[config.mk]
export PLATFORM = sky130hd
export DESIGN_NAME = uart_tx_frame
export DESIGN_NICKNAME = d
export VERILOG_FILES = /design/src/rtl/uart_pkg.sv /design/src/rtl/uart_tx_serializer.sv /design/src/rtl/uart_tx_frame.sv
export SDC_FILE = /design/constraint.sdc
export NUM_CORES = 1
export LEC_CHECK = 0
export ABC_CLOCK_PERIOD_IN_PS = 4100
export BUFFER_PORTS_ARGS = -buffer_cell sky130_fd_sc_hd__buf_2
export CORE_UTILIZATION = 59
export DETAILED_ROUTE_END_ITERATION = 10
export PLACE_DENSITY = 0.82
export SYNTH_ARGS = -nofsm -noshare
export SYNTH_HDL_FRONTEND = slang
export SYNTH_SLANG_ARGS = --single-unit
[constraint.sdc]
create_clock -name CLK -period 4.1 [get_ports CLK]
set_input_delay 0.41 -clock CLK [delete_from_list [all_inputs] [get_ports CLK]]
set_output_delay 0.41 -clock CLK [all_outputs]
set_load 0.05 [all_outputs]
[src/rtl/uart_pkg.sv]
// Shared UART definitions: transmit FSM encoding, parity types, line levels.
// Latency: n/a (package).
// Backpressure: n/a (package).
package uart_pkg;

  typedef enum logic [2:0] {
    IDLE   = 3'd0,
    START  = 3'd1,
    DATA   = 3'd2,
    PARITY = 3'd3,
    STOP   = 3'd4
  } tx_state_t;

  localparam logic PAR_EVEN = 1'b0;
  localparam logic PAR_ODD  = 1'b1;

  localparam logic LINE_IDLE  = 1'b1;
  localparam logic LINE_START = 1'b0;
  localparam logic LINE_STOP  = 1'b1;

endpackage

[src/rtl/uart_tx_serializer.sv]
// Payload shifter for the UART transmitter: loads a byte, shifts LSB first, flags the last bit, holds the parity bit.
// Latency: load and shift take effect on the next CLK edge; ser_bit/done/par_bit are registered-state decodes.
// Backpressure: none; the owning FSM decides when to load and when to shift.
module uart_tx_serializer
  import uart_pkg::*;
#(
  parameter int DATA_WIDTH = 8
) (
  input  logic                  clk,
  input  logic                  rst_n,
  input  logic                  load,
  input  logic [DATA_WIDTH-1:0] load_data,
  input  logic                  load_par_typ,
  input  logic                  shift_en,
  output logic                  ser_bit,
  output logic                  done,
  output logic                  par_bit
);

  localparam int CW = (DATA_WIDTH > 1) ? $clog2(DATA_WIDTH) : 1;

  logic [DATA_WIDTH-1:0] shift_q;
  logic [CW-1:0]         bit_cnt;
  logic                  par_q;

  // Parity is computed once at load time so the shifter can consume the data.
  always_ff @(posedge clk or negedge rst_n) begin
    if (!rst_n) begin
      shift_q <= '0;
      bit_cnt <= '0;
      par_q   <= 1'b0;
    end else if (load) begin
      shift_q <= load_data;
      bit_cnt <= '0;
      par_q   <= (^load_data) ^ (load_par_typ == PAR_ODD);
    end else if (shift_en) begin
      shift_q <= shift_q >> 1;
      bit_cnt <= done ? '0 : bit_cnt + 1'b1;
    end
  end

  // done marks that the bit currently on the line is the final payload bit.
  always_comb begin
    ser_bit = shift_q[0];
    done    = (bit_cnt == CW'(DATA_WIDTH - 1));
    par_bit = par_q;
  end

endmodule

[src/rtl/uart_tx_frame.sv]
// UART transmit framer: start bit, DATA_WIDTH bits LSB first, optional parity, stop bit; each bit PRESCALE CLKs.
// Latency: start bit drives TX_OUT the cycle after the accepting edge; frame is (DATA_WIDTH+2[+1])*PRESCALE cycles.
// Backpressure: TX_READY low while a frame is in flight (or holding slot full when UART_TX_HOLD_BUF_EN is defined); unaccepted DATA_VALID is dropped.
module uart_tx_frame
  import uart_pkg::*;
#(
  parameter int DATA_WIDTH = 8,
  parameter int PRESCALE   = 8
) (
  input  logic                  CLK,
  input  logic                  RST,
  input  logic [DATA_WIDTH-1:0] P_DATA,
  input  logic                  DATA_VALID,
  input  logic                  PAR_EN,
  input  logic                  PAR_TYP,
  output logic                  TX_READY,
  output logic                  TX_OUT,
  output logic                  BUSY
);

  localparam int PW = (PRESCALE > 1) ? $clog2(PRESCALE) : 1;

  tx_state_t             state;
  tx_state_t             next_state;
  logic [PW-1:0]         pre_cnt;
  logic                  tick;
  logic                  accept;
  logic                  par_en_q;
  logic                  busy_q;

  logic                  load;
  logic [DATA_WIDTH-1:0] load_data;
  logic                  load_par_en;
  logic                  load_par_typ;
  logic                  shift_en;
  logic                  ser_bit;
  logic                  ser_done;
  logic                  par_bit;

  assign tick = (pre_cnt == PW'(PRESCALE - 1));

`ifdef UART_TX_HOLD_BUF_EN
  logic [DATA_WIDTH-1:0] hold_data;
  logic                  hold_par_en;
  logic                  hold_par_typ;
  logic                  hold_valid;
  logic                  hold_take;
  logic                  last_stop;

  assign TX_READY  = !hold_valid;
  assign last_stop = (state == STOP) && tick;

  // Park a byte accepted mid-frame; release it when the FSM takes it at end of STOP.
  always_ff @(posedge CLK or negedge RST) begin
    if (!RST) begin
      hold_data    <= '0;
      hold_par_en  <= 1'b0;
      hold_par_typ <= 1'b0;
      hold_valid   <= 1'b0;
    end else if (accept && (state != IDLE) && !last_stop) begin
      hold_data    <= P_DATA;
      hold_par_en  <= PAR_EN;
      hold_par_typ <= PAR_TYP;
      hold_valid   <= 1'b1;
    end else if (hold_take) begin
      hold_valid   <= 1'b0;
    end
  end
`else
  assign TX_READY = (state == IDLE);
`endif

  assign accept = DATA_VALID && TX_READY;

  // State register, per-frame parity enable and registered BUSY.
  always_ff @(posedge CLK or negedge RST) begin
    if (!RST) begin
      state    <= IDLE;
      par_en_q <= 1'b0;
      busy_q   <= 1'b0;
    end else begin
      state  <= next_state;
      busy_q <= (next_state != IDLE);
      if (load) begin
        par_en_q <= load_par_en;
      end
    end
  end

  // Bit-period counter; idle holds it at zero so every frame starts aligned.
  always_ff @(posedge CLK or negedge RST) begin
    if (!RST) begin
      pre_cnt <= '0;
    end else if ((state == IDLE) || tick) begin
      pre_cnt <= '0;
    end else begin
      pre_cnt <= pre_cnt + 1'b1;
    end
  end

  // Next-state, load source selection and shift strobe.
  always_comb begin
    next_state   = state;
    load         = 1'b0;
    load_data    = P_DATA;
    load_par_en  = PAR_EN;
    load_par_typ = PAR_TYP;
    shift_en     = 1'b0;
`ifdef UART_TX_HOLD_BUF_EN
    hold_take    = 1'b0;
`endif
    case (state)
      IDLE: begin
        if (accept) begin
          load       = 1'b1;
          next_state = START;
        end
      end
      START: begin
        if (tick) begin
          next_state = DATA;
        end
      end
      DATA: begin
        if (tick) begin
          shift_en = 1'b1;
          if (ser_done) begin
            next_state = par_en_q ? PARITY : STOP;
          end
        end
      end
      PARITY: begin
        if (tick) begin
          next_state = STOP;
        end
      end
      STOP: begin
        if (tick) begin
          next_state = IDLE;
`ifdef UART_TX_HOLD_BUF_EN
          if (hold_valid) begin
            hold_take    = 1'b1;
            load         = 1'b1;
            load_data    = hold_data;
            load_par_en  = hold_par_en;
            load_par_typ = hold_par_typ;
            next_state   = START;
          end else if (accept) begin
            load       = 1'b1;
            next_state = START;
          end
`endif
        end
      end
      default: begin
        next_state = IDLE;
      end
    endcase
  end

  // Line level is a pure decode of state so reset returns the pin high at once.
  always_comb begin
    TX_OUT = LINE_IDLE;
    case (state)
      START:   TX_OUT = LINE_START;
      DATA:    TX_OUT = ser_bit;
      PARITY:  TX_OUT = par_bit;
      STOP:    TX_OUT = LINE_STOP;
      default: TX_OUT = LINE_IDLE;
    endcase
  end

  assign BUSY = busy_q;

  uart_tx_serializer #(
    .DATA_WIDTH (DATA_WIDTH)
  ) u_ser (
    .clk          (CLK),
    .rst_n        (RST),
    .load         (load),
    .load_data    (load_data),
    .load_par_typ (load_par_typ),
    .shift_en     (shift_en),
    .ser_bit      (ser_bit),
    .done         (ser_done),
    .par_bit      (par_bit)
  );

endmodule

==> summary.txt, run 1 <==
Pwr
  – Cell internal pwr: 0.4404 mW
  – Switching Share: 38.70%
  – Lkg Pwr: 0.5508 nW
  – Total power: 0.7184 mW
  – Clk pwr share: 16.0%
  – Switching Power: 0.2780 mW
  – Maximum vdd ir drop: 343.9 uV
  – Combinational power share: 38.1%
  – Flop pwr share: 45.9%
  – PwrDens: 609.6 mW/mm2

Clocking
  – # H-tree levels: 1
  – Clock Path Buffers: 2
  – CTS tree: yes
  – Clock sinks: 20
  – CTS buffer count: 3
  – Quantity of hold-fixing buffers added after cts: 0
  – CTS clock-pin slew for the worst setup and hold paths: 0.11 ns
  – Post-CTS setup buffers: 0
  – Clk Latency, worst-skew pair: 0.30 ns
  – Clk root buf: clkbuf_4
  – CTS resizes: 0

Synth
  – Post-synthesis cell count: 101
  – Commonest cells post-synth: 20 x dfrtp_1, 15 x nand2_1, 8 x inv_1, 8 x o21ai_2, 7 x a22oi_1
  – Main synth FF type: dfrtp_1
  – FFs w/ async S/R, synth: 100.0%
  – Synth warnings: 0
  – Top cell type's share of synthesized area: 46.57%
  – Post-synth EDFFs: 0
  – Synth top area cells: dfrtp_1 47%, o21ai_2 6.5%, ha_1 5.8%, nand2_1 5.2%, a22oi_1 4.9%
  – Syn Area/Cell: 10.64 um2
  – Netlist cell types: 30
  – Count leader, synth: dfrtp_1
  – Sequential area share after synthesis: 46.57%
  – Register bit total from synthesis: 20
  – Mapped Nets: 119
  – Synthesized area: 0.001075 mm2
  – Post-synth top area cell: dfrtp_1

Finish
  – Layout cells sized above 1: 26.96%
  – Layout Nets: 134
  – Finished Layout Cells: 140
  – Antenna Cells: 0
  – Final instance area: 0.001179 mm2
  – Area grow syn2layout: 9.662%
  – Final core utilization: 69.01%

Critical path
  – Worst Setup End Kind: register
  – Worst Setup Start Kind: register
  – Reg2Reg Depth: 5
  – Worst Path Required: 4.29 ns
  – Worst EP arrival: 2.33 ns
  – Crit path max fanout: 15
  – R2r endpoint: u_ser.shift_q[6]
  – Worst flop-to-flop path startpoint: pre_cnt[0]
  – Worst setup path class: reg2reg
  – Worst Setup SP: pre_cnt[0]
  – Reg-to-reg slack, setup: 1.96 ns

Die
  – Cell Rows: 15
  – Die height: 44.68 um
  – Total Die Area: 0.001996 mm2
  – Initial core utilization: 62.93%
  – Die width: 44.68 um
  – Core area: 0.001708 mm2
  – Boundary pin count: 16

STA
  – Slew Limit Fails: 0
  – Clk_skew: 0.002551 ns
  – Min Hold Slack: 0.02082 ns
  – Final setup violation count: 0
  – Max transition margin: 46.66%
  – Final hold violation count: 0
  – Final WS setup: 1.963 ns
  – Final min period: 2.137 ns
  – RSZ-0062 raised after global routing: false
  – Worst-margin pin slew: 0.7966 ns
  – Highest clock rate: 468.1 MHz
  – Setup TNS: 0 ns
  – Final Cycle Share: 52.11%

Detailed routing
  – Detailed router's first-iteration violation count: 20
  – Antenna viol nets, final: 0
  – Per-cell routed wire length: 13.15 um
  – Vias per inst: 5.593
  – Via Count: 783
  – Drt pass-1 iters: 4
  – Remaining DRCs: 0
  – Routed wire length: 1.841 mm

Hold path
  – Path type of the worst min-delay path: in2async

Global route
  – GRT overflow: 0
  – First-pass GRT wire length: 3.153 mm
  – Gr usage total: 22.38%
  – Vias in the first global route: 724
  – Initial antenna violation count: 0
  – Largest net degree at the start of global routing: 21

Job
  – Max cap viols: 0

Placement
  – Placed insts: 136
  – I/O Buffers: 15
  – Routability cong.: 0.7917
  – Placed cell area: 0.001142 mm2
  – Dpl ws: 1.999 ns
  – Dpl hpwl: 1.316 mm

Outcome
  – Status: finished, final reports clean
[power groups by stage]
stage	Combinational (mW)	Sequential (mW)	Clock (mW)
3_5_place_dp	0.276	0.332	0
5_1_grt	0.306	0.337	0.125
4_1_cts	0.278	0.328	0.118
6_report	0.274	0.330	0.115
3_3_place_gp	0.264	0.329	0
2_1_floorplan	0.244	0.313	0
[routing by layer]
layer,vias to the layer above,track usage (%),wire (um)
li1,379,-,-
met1,374,31.30,844
met2,25,33.82,861
met3,5,3.673,99
met4,0,10.91,36
met5,-,0,0
[layout make-up]
type	count	area (um2)
repair buffers	15	75.07
clock buffers	4	36.28
inverters	8	30.03
flip-flops and latches	20	500.5
well taps	25	31.28
multi-input cells	68	505.5
fillers	121	529.3
[worst max-delay path by stage]
stage                  endpoint  slack, ns  cells after the start
2_1_floorplan  u_ser.shift_q[0]       2.28                      7
3_3_place_gp   u_ser.shift_q[6]       2.07                      5
3_5_place_dp   u_ser.shift_q[6]       2.00                      5
4_1_cts        u_ser.shift_q[6]       1.99                      5
5_1_grt        u_ser.shift_q[4]       1.76                      5
6_report       u_ser.shift_q[6]       1.96                      5
[registers in the layout, summed over array words and instances, names as in the netlist]
name           count
BUSY               1
par_en_q           1
pre_cnt            3
state              3
u_ser.bit_cnt      3
u_ser.par_bit      1
u_ser.shift_q      8
[cell usage in the layout, fill, tap and decap left out, drive strengths merged]
cell type | netlist | final
a22oi | 7 | 7
o32ai | 1 | 1
dfrtp | 20 | 20
a32oi | 1 | 1
a21oi | 2 | 2
or2 | 1 | 1
ha | 5 | 5
nand2b | 2 | 2
o21ai | 11 | 11
nor2 | 2 | 2
a311o | 1 | 1
clkbuf | 0 | 4
xnor2 | 4 | 4
nand2 | 15 | 15
and2 | 1 | 1
nand3b | 3 | 3
nor3b | 3 | 3
o22a | 1 | 1
xnor3 | 1 | 1
nor3 | 3 | 3
xor2 | 3 | 3
o22ai | 1 | 1
inv | 8 | 8
buf | 5 | 15
[worst max-delay path, cell delays in order (launching register included)]
cell	delay (ns)
dfrtp_1	0.37
ha_1	0.18
ha_1	0.23
nor3b_2	0.69
or2_1	0.48
o21ai_2	0.08
[logic make-up after synthesis]
| kind of cell | synth area share [%] |
|---|---|
| AOI/OAI and AO/OA | 17.81 |
| adders and majority gates | 5.821 |
| and+or+nand+nor | 15.60 |
| xor gates and xnor gates | 7.800 |
| buffers and inverters | 6.402 |
| DFF | 46.57 |
No activity file was read; power rests on OpenSTA's default activity.
==> run 2: changes to the inputs <==
- ABC_CLOCK_PERIOD_IN_PS: 4100 -> 2200
- CORE_UTILIZATION: 59 -> 55
- PLACE_DENSITY: 0.82 -> 0.77
- clock period: 4.1 -> 2.2 ns (I/O delays scaled with it)
==> summary.txt, run 2 (same netlist as run 1, synthesis figures left out) <==
STA
  – Final setup violation count: 0 (unchanged)
  – Slew Limit Fails: 0 (unchanged)
  – Setup TNS: 0 ns (unchanged)
  – Highest clock rate: 506.9 MHz (+8.3%)
  – Max transition margin: 63.61% (+17 points)
  – Worst-margin pin slew: 0.5453 ns (-0.2513 ns)
  – Final Cycle Share: 89.67% (+38 points)
  – Final min period: 1.973 ns (-0.1637 ns)
  – RSZ-0062 raised after global routing: false
  – Clk_skew: 0.01277 ns (+0.01022 ns)
  – Final hold violation count: 0 (unchanged)

Pwr
  – Lkg Pwr: 0.5837 nW (+6.0%)
  – PwrDens: 1163 mW/mm2 (+91%)
  – Maximum vdd ir drop: 666.9 uV (+94%)

Critical path
  – Worst Setup Start Kind: register
  – Worst Setup End Kind: register
  – Crit path max fanout: 15 (unchanged)
  – Crit path top cell by count: ha_1
  – CP max stage cell: nor3b_4
  – Top delay family on crit path: simple AND/OR/NAND/NOR gates
  – Worst Path Required: 2.38 ns (-1.91 ns)
  – Critical path buffer and inverter count: 0 (unchanged)
  – Critical path cell sequence: ha_1, ha_1, nor3b_4, or2_1, o21ai_2
  – Worst EP arrival: 2.15 ns (-0.18 ns)
  – Max incr delay on CP: 0.52 ns (-0.17 ns)
  – Worst setup path class: reg2reg

Detailed routing
  – Routed wire length: 1.780 mm (-3.3%)
  – Drt pass-1 iters: 4 (unchanged)
  – Per-cell routed wire length: 12.45 um (-5.3%)
  – Via Count: 744 (-5.0%)
  – Detailed router's first-iteration violation count: 14 (-30%)
  – Antenna viol nets, final: 0 (unchanged)
  – Vias per inst: 5.203 (-7.0%)
  – Remaining DRCs: 0 (unchanged)

Outcome
  – Status: finished, final reports clean

Die
  – Cell Rows: 15 (unchanged)
  – Die height: 46.21 um (+3.4%)
  – Boundary pin count: 16 (unchanged)
  – Initial core utilization: 60.28% (-2.6 points)
  – Core area: 0.001783 mm2 (+4.4%)
  – Die width: 46.21 um (+3.4%)
  – Total Die Area: 0.002135 mm2 (+6.9%)

Clocking
  – CTS tree: yes
  – Clock Path Buffers: 2 (unchanged)
  – Clock sinks: 20 (unchanged)
  – Clk root buf: clkbuf_4
  – Clk Latency, worst-skew pair: 0.31 ns (about the same)
  – # H-tree levels: 1 (unchanged)
  – CTS buffer count: 3 (unchanged)
  – CTS clock-pin slew for the worst setup and hold paths: 0.12 ns (about the same)

Finish
  – Commonest non-fill, non-tap cell in the layout: dfrtp_1
  – Most frequent cells in the layout: 20 x dfrtp_1, 15 x nand2_1, 15 x buf_2
  – Final core utilization: 68.77% (-0.24 points)
  – Layout Nets: 137 (+2.2%)
  – Area grow syn2layout: 14.09%
  – Layout cells sized above 1: 27.97% (+1.0 points)
  – Antenna Cells: 0 (unchanged)
  – Largest Register: u_ser.shift_q
  – Max reg flops: 8 (unchanged)

Global route
  – Largest net degree at the start of global routing: 21 (unchanged)
  – Vias in the first global route: 657 (-9.3%)
  – Initial antenna violation count: 0 (unchanged)
  – Gr usage total: 19.11% (-3.3 points)
  – GRT overflow: 0 (unchanged)
  – First-pass GRT wire length: 2.870 mm (-9.0%)

Job
  – Max cap viols: 0 (unchanged)

Placement
  – Routability cong.: 0.7803 (-1.4%)
  – Dpl hpwl: 1.349 mm (+2.4%)
  – I/O Buffers: 15 (unchanged)

Hold path
  – Path type of the worst min-delay path: in2reg
## run 2: worst reg2reg max path, stage by stage, from the launching register on
cell	delay [ns]
dfrtp_1	0.37
ha_1	0.18
ha_1	0.24
nor3b_4	0.52
or2_1	0.46
o21ai_2	0.08
## run 2: report_power, final
part           switching, mW  internal, mW
Sequential            0.0920         0.504
Clock                  0.111         0.184
Combinational          0.308         0.227
Total                  0.511         0.915
## run 2: worst paths after layout
kind	depth (start not counted)	endpoint	from	slack, ns
worst max-delay path	5	u_ser.shift_q[3]	pre_cnt[0]	0.23
worst min-delay path	3	par_en_q	PAR_EN	0.1
worst max register to register	5	u_ser.shift_q[3]	pre_cnt[0]	0.23
worst min register to register	1	pre_cnt[0]	pre_cnt[0]	0.46
max in group asynchronous	2	u_ser.shift_q[3]	RST	1.51
min in group asynchronous	2	pre_cnt[2]	RST	0.38
## run 2: metrics by stage
stage | area (um2) | hold WS, ns | worst slack (ns) | power, mW | instances
final | 1226 | 0.09573 | 0.2272 | 1.426 | 143
after detailed placement | 1157 | 0.1889 | 0.07219 | 1.142 | 138
after CTS | 1220 | 0.08609 | 0.04213 | 1.438 | 143
after global placement | 1157 | 0.1873 | 0.1514 | 1.116 | 138
after global routing | 1226 | 0.08163 | 0.05882 | 1.526 | 143
after floorplan | 1075 | -0.07559 | 0.3815 | 1.039 | 101
## run 2: final cells by class
| type | count | area [um2] |
|---|---|---|
| flip-flops and latches | 20 | 500.5 |
| fillers | 137 | 556.8 |
| clock buffers | 3 | 22.52 |
| well taps | 25 | 31.28 |
| clock inverters | 1 | 30.03 |
| inverters | 8 | 30.03 |
| multi-input cells | 68 | 511.7 |
| repair buffers | 18 | 100.1 |
## run 2: what timing repair did
| item | 4_1_cts | 5_1_grt |
|---|---|---|
| setup buffers | 0 | 0 |
| hold endpoints to repair | 20 | 0 |
| endpoints found under the setup margin | 0 | 8 |
| gates resized for setup | 0 | 1 |
| hold buffers | 1 | 0 |
## run 2: metal layers
metal  vias up  part of all wire (%)  GRT usage, %
met5         -                     0             0
li1        383                     -             -
met4         0                  0.67         5.294
met3         2                   3.8         5.882
met2        11                    45         29.01
met1       348                    50         26.40
==> run 3: changes to the inputs <==
- CORE_UTILIZATION: 55 -> 45
- PLACE_DENSITY: 0.77 -> 0.65
==> summary.txt, run 3 (same netlist as run 1, synthesis figures left out) <==
Clocking
  – Clk root buf: clkbuf_4
  – Clock sinks: 20 (unchanged)
  – Clk Latency, worst-skew pair: 0.30 ns (about the same)
  – CTS buffer count: 3 (unchanged)
  – # H-tree levels: 1 (unchanged)
  – CTS clock-pin slew for the worst setup and hold paths: 0.11 ns (about the same)
  – CTS tree: yes
  – Post-CTS setup buffers: 0 (unchanged)
  – Clock Path Buffers: 2 (unchanged)

STA
  – Max transition margin: 69.11% (+5.5 points)
  – Highest clock rate: 581.0 MHz (+15%)
  – Final setup violation count: 0 (unchanged)
  – Setup TNS: 0 ns (unchanged)
  – Slew Limit Fails: 0 (unchanged)
  – Final Cycle Share: 78.23% (-11 points)
  – Worst-margin pin slew: 0.4634 ns (-0.08188 ns)
  – Final hold violation count: 0 (unchanged)
  – Clk_skew: 0.001948 ns (-0.01083 ns)
  – Final min period: 1.721 ns (-0.2517 ns)
  – Min Hold Slack: 0.1088 ns (+0.01310 ns)
  – RSZ-0062 raised after global routing: false

Finish
  – Sequential cell area: 500.5 um2 (unchanged)
  – Largest Register: u_ser.shift_q
  – Layout cells sized above 1: 26.72% (-1.2 points)
  – Max reg flops: 8 (unchanged)
  – Finished Layout Cells: 144 (+0.70%)
  – Commonest non-fill, non-tap cell in the layout: dfrtp_1
  – Fillers: 221 (+61%)
  – Final instance area: 0.001186 mm2 (-3.3%)
  – Area grow syn2layout: 10.36%
  – Layout Nets: 136 (-0.73%)
  – Area occupied by multi-input gates: 505.5 um2 (-1.2%)
  – Antenna Cells: 0 (unchanged)
  – Most frequent cells in the layout: 20 x dfrtp_1, 15 x nand2_1, 15 x buf_2

Critical path
  – Worst setup path class: reg2out
  – Worst Setup Start Kind: register
  – Worst Setup End Kind: primary output
  – Crit path max fanout: 9 (-6)
  – Worst flop-to-flop path startpoint: state[0]
  – Worst Setup SP: state[1]
  – Worst EP arrival: 1.50 ns (-0.65 ns)
  – R2r endpoint: u_ser.shift_q[6]
  – Reg-to-reg slack, setup: 0.50 ns (+0.27 ns)
  – Reg2Reg Depth: 4 (-1)
  – Worst Path Required: 1.98 ns (-0.40 ns)

Global route
  – Vias in the first global route: 703 (+7.0%)
  – Gr usage total: 17.82% (-1.3 points)
  – Initial antenna violation count: 0 (unchanged)
  – GRT overflow: 0 (unchanged)
  – Largest net degree at the start of global routing: 21 (unchanged)
  – First-pass GRT wire length: 3.284 mm (+14%)

Die
  – Cell Rows: 17 (+2)
  – Core area: 0.002233 mm2 (+25%)
  – Die height: 50.87 um (+10%)
  – Die width: 50.87 um (+10%)
  – Initial core utilization: 48.12% (-12 points)
  – Total Die Area: 0.002588 mm2 (+21%)
  – Boundary pin count: 16 (unchanged)

Pwr
  – PwrDens: 1089 mW/mm2 (-6.3%)
  – Clk pwr share: 13.7% (-7.0 points)
  – Flop pwr share: 47.5% (+5.7 points)
  – Switching Power: 0.5079 mW (-0.64%)
  – Switching Share: 39.31% (+3.5 points)
  – Cell internal pwr: 0.7840 mW (-14%)
  – Total power: 1.292 mW (-9.4%)
  – Combinational power share: 38.9% (+1.4 points)
  – Lkg Pwr: 0.5532 nW (-5.2%)
  – Maximum vdd ir drop: 514.5 uV (-23%)

Hold path
  – HP Start: PAR_EN
  – Hold endpoint: par_en_q
  – Path type of the worst min-delay path: in2reg
  – Hold Path Cell Cnt: 3 (unchanged)

Placement
  – Placed insts: 140 (+1.4%)
  – Dpl hpwl: 1.382 mm (+2.5%)
  – I/O Buffers: 15 (unchanged)
  – Routability cong.: 0.7087 (-9.2%)
  – Placed cell area: 0.001154 mm2 (-0.32%)

Detailed routing
  – Antenna viol nets, final: 0 (unchanged)
  – Routed wire length: 1.944 mm (+9.2%)
  – Drt pass-1 iters: 4 (unchanged)
  – Detailed router's first-iteration violation count: 8 (-6)
  – Vias per inst: 5.257 (+1.0%)
  – Via Count: 757 (+1.7%)
  – Remaining DRCs: 0 (unchanged)
  – Per-cell routed wire length: 13.50 um (+8.5%)

Job
  – Max cap viols: 0 (unchanged)

Outcome
  – Status: finished, final reports clean
[run 3: cell types whose count changed in the layout (fill, tap and decap cells not counted), sizes merged]
cell,delta
bufinv,-1
buf,-1
[run 3: final cells by class]
| cell class | count | area share [%] |
|---|---|---|
| well taps | 28 | 2.954 |
| flip-flops and latches | 20 | 42.19 |
| repair buffers | 17 | 7.806 |
| multi-input cells | 68 | 42.62 |
| inverters | 8 | 2.532 |
| clock buffers | 3 | 1.899 |
[run 3: worst max-delay path: stages, from the launching register on]
cell     delay (ns)
dfrtp_1        0.57
a21oi_1        0.11
a311o_2        0.31
buf_2          0.21
[run 3: repair_timing]
action,in CTS,in global routing
resized for setup,0,0
hold buffers,1,0
hold endpoints to repair,20,0
[run 3: worst max path at each step]
stage,end,slack (ns),depth (start not counted)
2_1_floorplan,u_ser.shift_q[0],0.38,7
3_3_place_gp,u_ser.shift_q[5],0.56,4
3_5_place_dp,u_ser.bit_cnt[0],0.50,4
4_1_cts,u_ser.shift_q[1],0.48,4
5_1_grt,u_ser.shift_q[2],0.36,4
6_report,TX_OUT,0.48,3
[run 3: metrics by stage]
stage                     setup slack (ns)  util, %
final                               0.4789    53.11
after floorplan                     0.3815        -
after global routing                0.3627    53.11
after detailed placement            0.4974    51.65
after global placement              0.5567    51.65
after CTS                           0.4775    53.11
[run 3: per-layer routing]
| layer | track usage, % | vias to the layer above | share of wire, % |
|---|---|---|---|
| met3 | 3.869 | 2 | 2.9 |
| met5 | 0 | - | 0 |
| met4 | 8.333 | 0 | 0.67 |
| met1 | 25.39 | 364 | 52 |
| met2 | 25.78 | 12 | 44 |
| li1 | - | 379 | - |
[run 3: power by group through the flow]
stage | Clock, mW | Combinational (mW) | Sequential [mW]
CTS | 0.179 | 0.512 | 0.613
finish | 0.176 | 0.502 | 0.613
global route | 0.196 | 0.562 | 0.633
global placement | 0 | 0.491 | 0.615
detailed placement | 0 | 0.508 | 0.620
floorplan | 0 | 0.456 | 0.583
